## config.mk

```make
export PLATFORM = sky130hd
export DESIGN_NAME = csr_reg_bank
export DESIGN_NICKNAME = d
export VERILOG_FILES = /design/src/rtl/csr_reg_bank.sv
export SDC_FILE = /design/constraint.sdc
export NUM_CORES = 1
export LEC_CHECK = 0
export ABC_AREA = 1
export CAP_MARGIN = 10
export CORE_AREA = 8 8 243 245
export DETAILED_ROUTE_END_ITERATION = 7
export DIE_AREA = 0 0 251 253
export PLACE_DENSITY = 0.47
export SLEW_MARGIN = 25
export SYNTH_ARGS = -nofsm -noshare
export SYNTH_HDL_FRONTEND = slang
export SYNTH_SLANG_ARGS = --single-unit
```

## constraint.sdc

```tcl
create_clock -name clk_i -period 6.6 [get_ports clk_i]
set_clock_uncertainty 0.2 [all_clocks]
set_input_delay 1.32 -clock clk_i [delete_from_list [all_inputs] [get_ports clk_i]]
set_output_delay 1.32 -clock clk_i [all_outputs]
set_load 0.03 [all_outputs]
```

## src/rtl/csr_reg_bank.sv

```systemverilog
// CSR bank behind the APB bridge: decodes single-cycle register requests, answers after a
// fixed latency, and exposes RW registers to the core while RO slots mirror hw_status.
module csr_reg_bank #(
    parameter int                    DATA_WIDTH  = 32,
    parameter int                    ADDR_WIDTH  = 11,
    parameter int                    NUM_REGS    = 8,
    parameter int                    RESP_LAT    = 1,
    parameter logic [NUM_REGS-1:0]   RO_MASK     = NUM_REGS'(8'h80),
    parameter logic [DATA_WIDTH-1:0] RESET_VALUE = '0
) (
    input  logic                           clk_i,
    input  logic                           rst_i,
    input  logic                           bus_req_i,
    input  logic                           bus_req_is_wr_i,
    input  logic [ADDR_WIDTH-1:0]          bus_addr_i,
    input  logic [DATA_WIDTH-1:0]          bus_wr_data_i,
    input  logic [DATA_WIDTH-1:0]          bus_wr_biten_i,
    output logic                           bus_ready_o,
    output logic                           bus_err_o,
    output logic [DATA_WIDTH-1:0]          bus_rd_data_o,
    output logic [NUM_REGS*DATA_WIDTH-1:0] hw_ctrl_o,
    input  logic [NUM_REGS*DATA_WIDTH-1:0] hw_status_i,
    output logic [NUM_REGS-1:0]            hw_wr_pulse_o
);

    localparam int                IDX_W    = ADDR_WIDTH - 2;
    localparam int                CNT_W    = 3;
    localparam logic [IDX_W:0]    IDX_LIM  = (IDX_W + 1)'(NUM_REGS);
    localparam logic [CNT_W-1:0]  LAT_LOAD = CNT_W'(RESP_LAT - 1);

    typedef enum logic [1:0] {
        ST_IDLE,
        ST_WAIT,
        ST_RESP
    } state_t;

    state_t                  state_q;
    logic [CNT_W-1:0]        cnt_q;
    logic [CNT_W-1:0]        cnt_d;
    logic                    pend_err_q;
    logic [DATA_WIDTH-1:0]   pend_data_q;
    logic                    ready_q;
    logic                    err_q;
    logic [DATA_WIDTH-1:0]   rd_data_q;
    logic [NUM_REGS-1:0]     wr_pulse_q;
    logic [DATA_WIDTH-1:0]   csr_q [NUM_REGS];

    logic [IDX_W-1:0]        req_idx;
    logic                    req_in_range;
    logic                    req_ro;
    logic                    req_err;
    logic                    req_wr_ok;
    logic [DATA_WIDTH-1:0]   req_rd_val;
    logic [DATA_WIDTH-1:0]   rd_capture_d;

    // Index match is done per slot so out-of-range addresses never index past the array.
    always_comb begin
        req_idx      = bus_addr_i[ADDR_WIDTH-1:2];
        req_in_range = ({1'b0, req_idx} < IDX_LIM);
        req_ro       = 1'b0;
        req_rd_val   = '0;
        for (int i = 0; i < NUM_REGS; i++) begin
            if (req_idx == IDX_W'(i)) begin
                req_ro     = RO_MASK[i];
                req_rd_val = RO_MASK[i] ? hw_status_i[i*DATA_WIDTH +: DATA_WIDTH] : csr_q[i];
            end
        end
        req_err      = (bus_addr_i[1:0] != 2'b00) | ~req_in_range | (bus_req_is_wr_i & req_ro);
        req_wr_ok    = bus_req_is_wr_i & ~req_err;
        rd_capture_d = (bus_req_is_wr_i | req_err) ? '0 : req_rd_val;
        cnt_d        = cnt_q - 1'b1;
    end

    always_ff @(posedge clk_i) begin
        if (rst_i) begin
            state_q     <= ST_IDLE;
            cnt_q       <= '0;
            pend_err_q  <= 1'b0;
            pend_data_q <= '0;
            ready_q     <= 1'b0;
            err_q       <= 1'b0;
            rd_data_q   <= '0;
            wr_pulse_q  <= '0;
            for (int i = 0; i < NUM_REGS; i++) begin
                csr_q[i] <= RESET_VALUE;
            end
        end else begin
            ready_q    <= 1'b0;
            err_q      <= 1'b0;
            rd_data_q  <= '0;
            wr_pulse_q <= '0;
            case (state_q)
                ST_IDLE: begin
                    if (bus_req_i) begin
                        pend_err_q  <= req_err;
                        pend_data_q <= rd_capture_d;
                        if (req_wr_ok) begin
                            for (int i = 0; i < NUM_REGS; i++) begin
                                if (req_idx == IDX_W'(i)) begin
                                    csr_q[i]      <= (csr_q[i] & ~bus_wr_biten_i)
                                                   | (bus_wr_data_i & bus_wr_biten_i);
                                    wr_pulse_q[i] <= 1'b1;
                                end
                            end
                        end
                        // A single-cycle latency skips WAIT and answers straight away.
                        if (RESP_LAT == 1) begin
                            state_q   <= ST_RESP;
                            ready_q   <= 1'b1;
                            err_q     <= req_err;
                            rd_data_q <= rd_capture_d;
                        end else begin
                            state_q <= ST_WAIT;
                            cnt_q   <= LAT_LOAD;
                        end
                    end
                end
                ST_WAIT: begin
                    cnt_q <= cnt_d;
                    if (cnt_d == '0) begin
                        state_q   <= ST_RESP;
                        ready_q   <= 1'b1;
                        err_q     <= pend_err_q;
                        rd_data_q <= pend_data_q;
                    end
                end
                ST_RESP: begin
                    state_q <= ST_IDLE;
                end
                default: begin
                    state_q <= ST_IDLE;
                end
            endcase
        end
    end

    for (genvar g = 0; g < NUM_REGS; g++) begin : g_ctrl
        assign hw_ctrl_o[g*DATA_WIDTH +: DATA_WIDTH] = RO_MASK[g] ? '0 : csr_q[g];
    end

    assign bus_ready_o   = ready_q;
    assign bus_err_o     = err_q;
    assign bus_rd_data_o = rd_data_q;
    assign hw_wr_pulse_o = wr_pulse_q;

endmodule
```

==> results.yml <==
floorplan:
  ioPinCount: 633
  fp-row-count: 87
  die-area_sq_um: 63500
  core-area_sq_um: 55500
  start_util_pct: 23.2
  die_x_um: 251
  die_h_um: 253
global_routing:
  grt_pass1_wl_um: 88600
  grt_usage_pct: 19.3
  antenna_found_initial: 9
  grt_max_degree: 34
  grt_pass1_vias: 11900
  grt_overflow: 0
job:
  drv_cap: 0
outcome:
  status: "completed"
cts:
  cts-hold-fix-buffers: 0
  cts.sinks: 267
  numCtsBuffers: 34
  htreeDepth: 2
  cts_setup_buffers: 0
  ctsResizeCount: 0
  root_buffer: "clkbuf_16"
  insertion_delay_ns: 0.53
  cts_tree: "yes"
  clk_pin_slew_worst_paths_ns: 0.05
  clk_path_buf_depth: 3
detailed_routing:
  wl_met1_um: 27300
  drc: 0
  met3_length_um: 5600
  via_count: 12100
  drt.antenna.violating_nets: 0
  drt-initial-drc-count: 924
  highest_layer: "met5"
  routed_via_density: 4.66
  routedWlPerCell_um: 24.6
  route.met2.wl_um: 29500
  wirelength_um: 63900
  drtPass1Iterations: 5
pwr:
  ir_worst_vdd_mv: 0.126
  p_per_area_nw_per_um2: 231
  finalPower_mw: 4.30
  p_leak_nw: 7.19
critical_path:
  critical_path.max_fanout: 27
  path_cells: "clkdlybuf4s50_1 -> nor2_1 -> nand3_2 -> nor4_4 -> nand3_4 -> nor2_1 -> nand2_2 -> buf_4 -> nor2_1"
  crit_top_cell: "nor2_1"
  worst_ep_arrival_time_ns: 4.94
  end_kind: "flip-flop"
  max_stage_delay_ns: 0.64
  critPathRequiredTime_ns: 6.78
  worstRegToRegCells: 6
  cp-start-kind: "primary input"
  cp_slowest_cell: "nand2_2"
  worstSetupPathType: "in2reg"
finish:
  nFillCells: 5825
  multi_input_area_sq_um: 4480
  fin_nets: 2193
  drive_gt1_share_pct: 5.79
  mostFrequentLayoutCells: "375 x clkdlybuf4s50_1, 281 x nor2_1, 259 x a21oi_1"
  regArea_sq_um: 7590
  instances_no_fill: 2596
  final_common_cell: "clkdlybuf4s50_1"
  syn_to_final_growth_pct: 44.9
place:
  portBuffers: 376
  dp_cells: 2533
  hpwl_um: 42700
  gp_congestion: 0.804
timing:
  worst_slew_pin_slew_ns: 1.08
  max-slew-margin-rel_pct: 27.8
  whs_ns: 0.258
  setup_viol: 0
  fmax_ghz: 0.210
  fin_tns_setup_ns: 0
  final_hold_viol_count: 0
  maxSlewViolCount: 0
  period_share_pct: 72.0
  rsz0062_at_grt: "no"
  period_needed_ns: 4.75
synth:
  yosysSeqAreaShare_pct: 58.9
  yosys_warnings: 0
  yosys_register_bits: 267
  synthDistinctLibCells: 24
  synth.avg_cell_area_sq_um: 8.75
  syn_area_sq_um: 12900
  syn_inst: 1471
hold_path:
  min_path_cells: 1
  hold_path.class: "reg2reg"
cells by family after synthesis:
logic type             share of synthesized area, %
flip-flops                                     58.9
AND/OR/NAND/NOR                                21.2
other                                        0.0291
buffers and inverters                          8.27
AO/OA/AOI/OAI                                  11.5
routing by layer:
layer,track usage [%],vias up
li1,-,5634
met3,5.94,97
met5,0,-
met1,24.8,5837
met4,4.39,14
met2,31.5,510
registers in the layout (all words and copies together), names as in the netlist:
register and count:
hw_wr_pulse_o 8, bus_ready_o 1, bus_err_o 1, csr_q 224, state_q 1, bus_rd_data_o 32
cell type report:
class,count,share of cell area (%)
tap,712,4.78
sequential,267,40.7
antenna,1,0.0134
multi-input combinational,994,24.0
inverter,155,3.12
timing repair buffer,406,21.6
clock buffer,48,5.19
clock inverter,13,0.584
cell usage after synthesis:
cell type | number | area [sq um]
o21ai_0 | 34 | 170
inv_1 | 152 | 571
a21boi_0 | 1 | 7.51
clkbuf_1 | 22 | 82.6
a21oi_1 | 259 | 1300
dfxtp_1 | 43 | 861
nand4_1 | 29 | 181
conb_1 | 1 | 3.75
inv_2 | 2 | 7.51
buf_2 | 29 | 145
nor2_1 | 283 | 1060
nor3_1 | 38 | 190
nand3_2 | 2 | 20.0
or2_2 | 3 | 18.8
nor4_4 | 1 | 21.3
buf_4 | 32 | 240
nand2_1 | 256 | 961
edfxtp_1 | 224 | 6730
buf_1 | 4 | 15.0
clkinv_1 | 1 | 3.75
nor3_2 | 1 | 10.0
nor2_2 | 4 | 25.0
nand3_1 | 49 | 245
o31ai_1 | 1 | 7.51
worst max-delay path: cells and delay by family:
| family | cells | cell delay, ns |
|---|---|---|
| buffers and inverters | 2 | 0.88 |
| and+or+nand+nor | 7 | 2.69 |
worst paths after layout:
kind                                         startpoint                         end  slack (ns)
worst min-delay path            state_q[1]$_SDFFE_PP0P_     state_q[1]$_SDFFE_PP0P_        0.26
worst max-delay path                      bus_addr_i[8]  csr_q[1][15]$_SDFFCE_PN0P_        1.85
worst max register to register  state_q[1]$_SDFFE_PP0P_  csr_q[1][15]$_SDFFCE_PN0P_        3.29
worst min register to register  state_q[1]$_SDFFE_PP0P_     state_q[1]$_SDFFE_PP0P_        0.26
per-stage QoR:
| stage | setup WS [ns] | cell area [sq um] | utilization [%] |
|---|---|---|---|
| after floorplan | 1.49 | 13000 | - |
| after global placement | 1.31 | 17500 | 31.6 |
| after detailed placement | 1.25 | 17600 | 31.6 |
| after CTS | 1.82 | 18600 | 33.6 |
| after global routing | 1.63 | 18600 | 33.6 |
| final | 1.85 | 18600 | 33.6 |
where the power goes:
| part | internal (mW) | switching, mW | total, mW |
|---|---|---|---|
| Sequential | 1.88 | 0.0499 | 1.93 |
| Combinational | 0.192 | 0.335 | 0.527 |
| Clock | 1.10 | 0.746 | 1.84 |
Note: power is estimated with default switching activity, not from simulation.
